$ cat src/rtl/des_result_serializer.sv
// Buffers 64-bit DES result blocks and drains them as 16-bit words, word 0 (bits 15:0) first.
// Latency 1 from accept to ep_datain when empty; blk_ready drops only on a full buffer, from registered state alone.
module des_result_serializer #(
    parameter int DEPTH = 4,
    localparam int AW = $clog2(DEPTH),
    localparam int CW = AW + 1
) (
    input  logic          ti_clk,
    input  logic          reset,
    input  logic          clear,
    input  logic          blk_valid,
    input  logic [63:0]   blk_data,
    output logic          blk_ready,
    input  logic          ep_read,
    output logic [15:0]   ep_datain,
    output logic [CW-1:0] blk_count,
    output logic          underflow,
    output logic          drained
);

    localparam logic [CW-1:0] FULL = CW'(DEPTH);

    logic [63:0]   mem [DEPTH];
    logic [AW-1:0] wr_ptr;
    logic [AW-1:0] rd_ptr;
    logic [1:0]    wsel;
    logic          empty;
    logic          accept;
    logic          rd_en;
    logic          pop;
    logic [63:0]   head;

    assign empty     = (blk_count == '0);
    assign blk_ready = (blk_count != FULL);
    // clear wins over everything, so an offered block is dropped rather than stored
    assign accept    = blk_valid && blk_ready && !clear;
    assign rd_en     = ep_read && !empty && !clear;
    assign pop       = rd_en && (wsel == 2'd3);

    always_ff @(posedge ti_clk) begin
        if (accept) begin
            mem[wr_ptr] <= blk_data;
        end
    end

    always_ff @(posedge ti_clk or posedge reset) begin
        if (reset) begin
            wr_ptr    <= '0;
            rd_ptr    <= '0;
            wsel      <= 2'd0;
            blk_count <= '0;
            underflow <= 1'b0;
            drained   <= 1'b0;
        end else if (clear) begin
            wr_ptr    <= '0;
            rd_ptr    <= '0;
            wsel      <= 2'd0;
            blk_count <= '0;
            underflow <= 1'b0;
            drained   <= 1'b0;
        end else begin
            if (accept) begin
                wr_ptr <= wr_ptr + AW'(1);
            end
            if (rd_en) begin
                if (wsel == 2'd3) begin
                    wsel   <= 2'd0;
                    rd_ptr <= rd_ptr + AW'(1);
                end else begin
                    wsel <= wsel + 2'd1;
                end
            end
            case ({accept, pop})
                2'b10:   blk_count <= blk_count + CW'(1);
                2'b01:   blk_count <= blk_count - CW'(1);
                default: blk_count <= blk_count;
            endcase
            if (ep_read && empty) begin
                underflow <= 1'b1;
            end
            drained <= pop && (blk_count == CW'(1)) && !accept;
        end
    end

    always_comb begin
        head      = mem[rd_ptr];
        ep_datain = 16'h0000;
        if (!empty) begin
            case (wsel)
                2'd0:    ep_datain = head[15:0];
                2'd1:    ep_datain = head[31:16];
                2'd2:    ep_datain = head[47:32];
                default: ep_datain = head[63:48];
            endcase
        end
    end

endmodule

$ cat config.mk
export PLATFORM = sky130hd
export DESIGN_NAME = des_result_serializer
export DESIGN_NICKNAME = d
export VERILOG_FILES = /design/src/rtl/des_result_serializer.sv
export SDC_FILE = /design/constraint.sdc
export NUM_CORES = 1
export LEC_CHECK = 0
export ABC_AREA = 0
export BUFFER_PORTS_ARGS = -buffer_cell sky130_fd_sc_hd__clkbuf_2
export CAP_MARGIN = 20
export CORE_ASPECT_RATIO = 1.25
export CORE_MARGIN = 2
export CORE_UTILIZATION = 64
export DETAILED_ROUTE_END_ITERATION = 10
export PLACE_DENSITY = 0.94
export SLEW_MARGIN = 40
export SYNTH_ARGS = -nofsm -noshare
export SYNTH_HDL_FRONTEND = slang
export SYNTH_SLANG_ARGS = --single-unit
$ cat constraint.sdc
create_clock -name ti_clk -period 5.1 [get_ports ti_clk]
set_clock_uncertainty 0.1 [all_clocks]
set_input_delay 1.02 -clock ti_clk [delete_from_list [all_inputs] [get_ports ti_clk]]
set_output_delay 1.02 -clock ti_clk [all_outputs]
set_load 0.05 [all_outputs]
==> results.py <==
metrics = {
    "setup_path": {
        "critical_path.endpoint_type": "primary output",
        "crit_start": "rd_ptr[0]",
        "worstReg2RegEnd": "mem[1][54]",
        "path_max_fanout": 40,
        "path_class": "reg2out",
        "cp-start-kind": "register",
        "reg2reg_depth": 6,
        "reg2reg_from": "blk_count[0]",
        "critPathRequiredTime_ns": 3.98,
        "r2r_slack_ns": 2.16,
        "cp.arrival_ns": 3.09,
    },
    "logic_synthesis": {
        "syn_nets": 686,
        "ys_warn_count": 0,
        "netlist_top_cells_area": "edfxtp_1 (71%), mux2i_1 (7.3%), mux4_2 (2.7%)",
        "synth_edf_count": 256,
        "ys_seq_area_frac": 0.7398,
        "synth_top_area_frac": 0.7143,
        "synth_top_area_cell": "edfxtp_1",
        "synthTopCellsByCount": "edfxtp_1 (256), mux2i_1 (79), a21oi_1 (37)",
        "synth_most_common_cell": "edfxtp_1",
        "synth_flop_cell": "edfxtp_1",
        "netlist_instances": 605,
        "syn_area_um2": 10760,
        "ys_seq_elements": 267,
        "ys_types": 34,
        "synth_async_sr_flop_share": 0.04120,
        "synth_area_per_cell_um2": 17.79,
    },
    "cts": {
        "root_buffer": "clkbuf_16",
        "cts_setup_buffers": 0,
        "cts_tree": "built",
        "cts.sinks": 267,
        "cts.path.max_buffers": 3,
        "insertion_delay_ns": 0.52,
        "holdBufCountCts": 0,
        "ctsResizeCount": 0,
        "htree_levels": 1,
        "clkSlewWorstSetupHoldPaths_ns": 0.07,
        "numCtsBuffers": 24,
    },
    "grt": {
        "gr-total-overflow": 0,
        "grt_use_met3": 0.03823,
        "grt_pass1_vias": 6109,
        "busiest_layer": "met2",
        "grt_use_total": 0.2674,
        "use_met1": 0.3323,
        "grt_pass1_wl_um": 35420,
        "grt_max_degree": 54,
        "antenna_found_initial": 0,
        "use_met2": 0.4841,
    },
    "die": {
        "dieHeight_um": 149.0,
        "fp.dieArea_um2": 17880,
        "ios": 91,
        "core_region_area_um2": 16640,
        "rows": 53,
        "initial_utilization": 0.6466,
        "die_w_um": 120.0,
    },
    "placed_design": {
        "io_buffers": 90,
        "dp.cells": 893,
        "detailed_place_hpwl_um": 14380,
        "place_area_um2": 11360,
        "finalWeightedCongestion": 0.7829,
    },
    "timing": {
        "drv_slew": 0,
        "setup_tns_ns": 0,
        "timing.final.crit_share": 0.8250,
        "period_needed_ns": 4.207,
        "setup_viol": 0,
        "worstMarginPinSlew_ns": 0.8317,
        "fmax_mhz": 237.7,
        "final_hold_viol_count": 0,
        "whs_ns": 0.3748,
        "slew_headroom": 0.4456,
        "rsz0062_at_grt": "false",
    },
    "layout": {
        "fin_cells": 937,
        "drive_above_1_share": 0.2483,
        "nFillCells": 965,
        "final_nets": 780,
        "final_area_um2": 12160,
        "num_antenna_cells": 0,
        "syn2layout_area_growth_pct": 12.97,
    },
    "run_status": {
        "status": "finished, final reports clean",
    },
    "pwr": {
        "power_density_nw_per_um2": 391.5,
        "leakage_nw": 3.954,
        "netSwitchingPower_w": 0.001121,
        "total_power_w": 0.004760,
        "p_comb_frac": 0.095,
        "swShare": 0.2355,
        "p_clk_frac": 0.380,
        "internal_power_w": 0.003639,
        "ir_worst_vdd_mv": 0.4970,
        "seqPwrFrac": 0.525,
    },
    "detailed_routing": {
        "drt-initial-drc-count": 654,
        "detail_route.wl_per_cell_um": 25.21,
        "drtAntennaViolNets": 0,
        "vias_per_cell": 6.388,
        "drc_errors": 0,
        "firstDrtPassIters": 5,
        "vias": 5986,
        "wl_um": 23630,
    },
    "hold_path": {
        "hp-class": "in2async",
    },
    "job": {
        "drv_cap": 0,
    },
}
registers in the layout (all words and copies together) (netlist names):
register,flops
underflow,1
wsel,2
wr_ptr,2
mem,256
drained,1
rd_ptr,2
blk_count,3
per-layer routing:
layer,vias up,part of all wire,wire [um]
met3,60,0.070,1645
met4,0,0.030,711
met2,326,0.55,12960
met1,3025,0.35,8313
li1,2575,-,-
met5,-,0,0
worst max-delay path by stage:
stage | end | slack [ns] | cells past startpoint
2_1_floorplan | mem[0][0] | 1.41 | 6
3_3_place_gp | ep_datain[4] | 1.60 | 5
3_5_place_dp | ep_datain[9] | 1.49 | 5
4_1_cts | ep_datain[4] | 0.90 | 5
5_1_grt | ep_datain[4] | 0.74 | 5
6_report | ep_datain[13] | 0.89 | 5
critical path: stages, from the launching register on:
cell and delay, ns:
dfrtp_4 0.78, nand2_1 0.64, o22ai_1 0.39, a2111oi_2 0.09
a21oi_1 0.30, clkbuf_2 0.34
kinds of logic after synthesis:
family	after synthesis	share of synthesized area
adder cells (fa/ha/maj)	13	0.01500
buffers and inverters	43	0.02546
XOR/XNOR	5	0.004069
multiplexers	97	0.1129
AO/OA/AOI/OAI	103	0.06522
flip-flops	267	0.7398
AND/OR/NAND/NOR	77	0.03755
power groups by stage:
stage	Clock (W)	Sequential, W	Combinational, W
3_5_place_dp	0	0.00254	0.000445
4_1_cts	0.00182	0.00250	0.000449
3_3_place_gp	0	0.00254	0.000426
6_report	0.00181	0.00250	0.000452
2_1_floorplan	0	0.00255	0.000277
5_1_grt	0.00190	0.00250	0.000479
cell type report:
type	instances	area (um^2)	share of cell area
timing repair buffer	102	553.0	0.04548
tap	220	275.3	0.02264
multi-input combinational	295	2531	0.2082
sequential	267	7970	0.6555
clock buffer	26	629.4	0.05176
inverter	9	33.78	0.002778
clock inverter	18	166.4	0.01369
placed cells by master, fill, tap and decap left out, types with 4 or more instances in the layout:
| master | n |
|---|---|
| a2111oi_2 | 15 |
| a21oi_1 | 37 |
| and2_2 | 4 |
| buf_4 | 11 |
| clkbuf_16 | 25 |
| clkbuf_2 | 90 |
| clkinv_1 | 8 |
| dfrtp_1 | 9 |
| edfxtp_1 | 256 |
| ha_1 | 12 |
| inv_1 | 9 |
| mux2i_1 | 79 |
| mux4_1 | 5 |
| mux4_2 | 13 |
| nand2_1 | 8 |
| nand3_1 | 4 |
| nand3b_1 | 15 |
| nor2_1 | 36 |
| o21ai_0 | 32 |
| o22ai_1 | 16 |
| xnor2_1 | 4 |
metrics by stage:
step / setup slack [ns] / utilization
after detailed placement: 1.494 / 0.6827
after global routing: 0.7352 / 0.7305
after floorplan: 1.415 / -
final: 0.8926 / 0.7305
after global placement: 1.599 / 0.6827
after CTS: 0.8989 / 0.7305
Power figures use the tool's default switching activity.
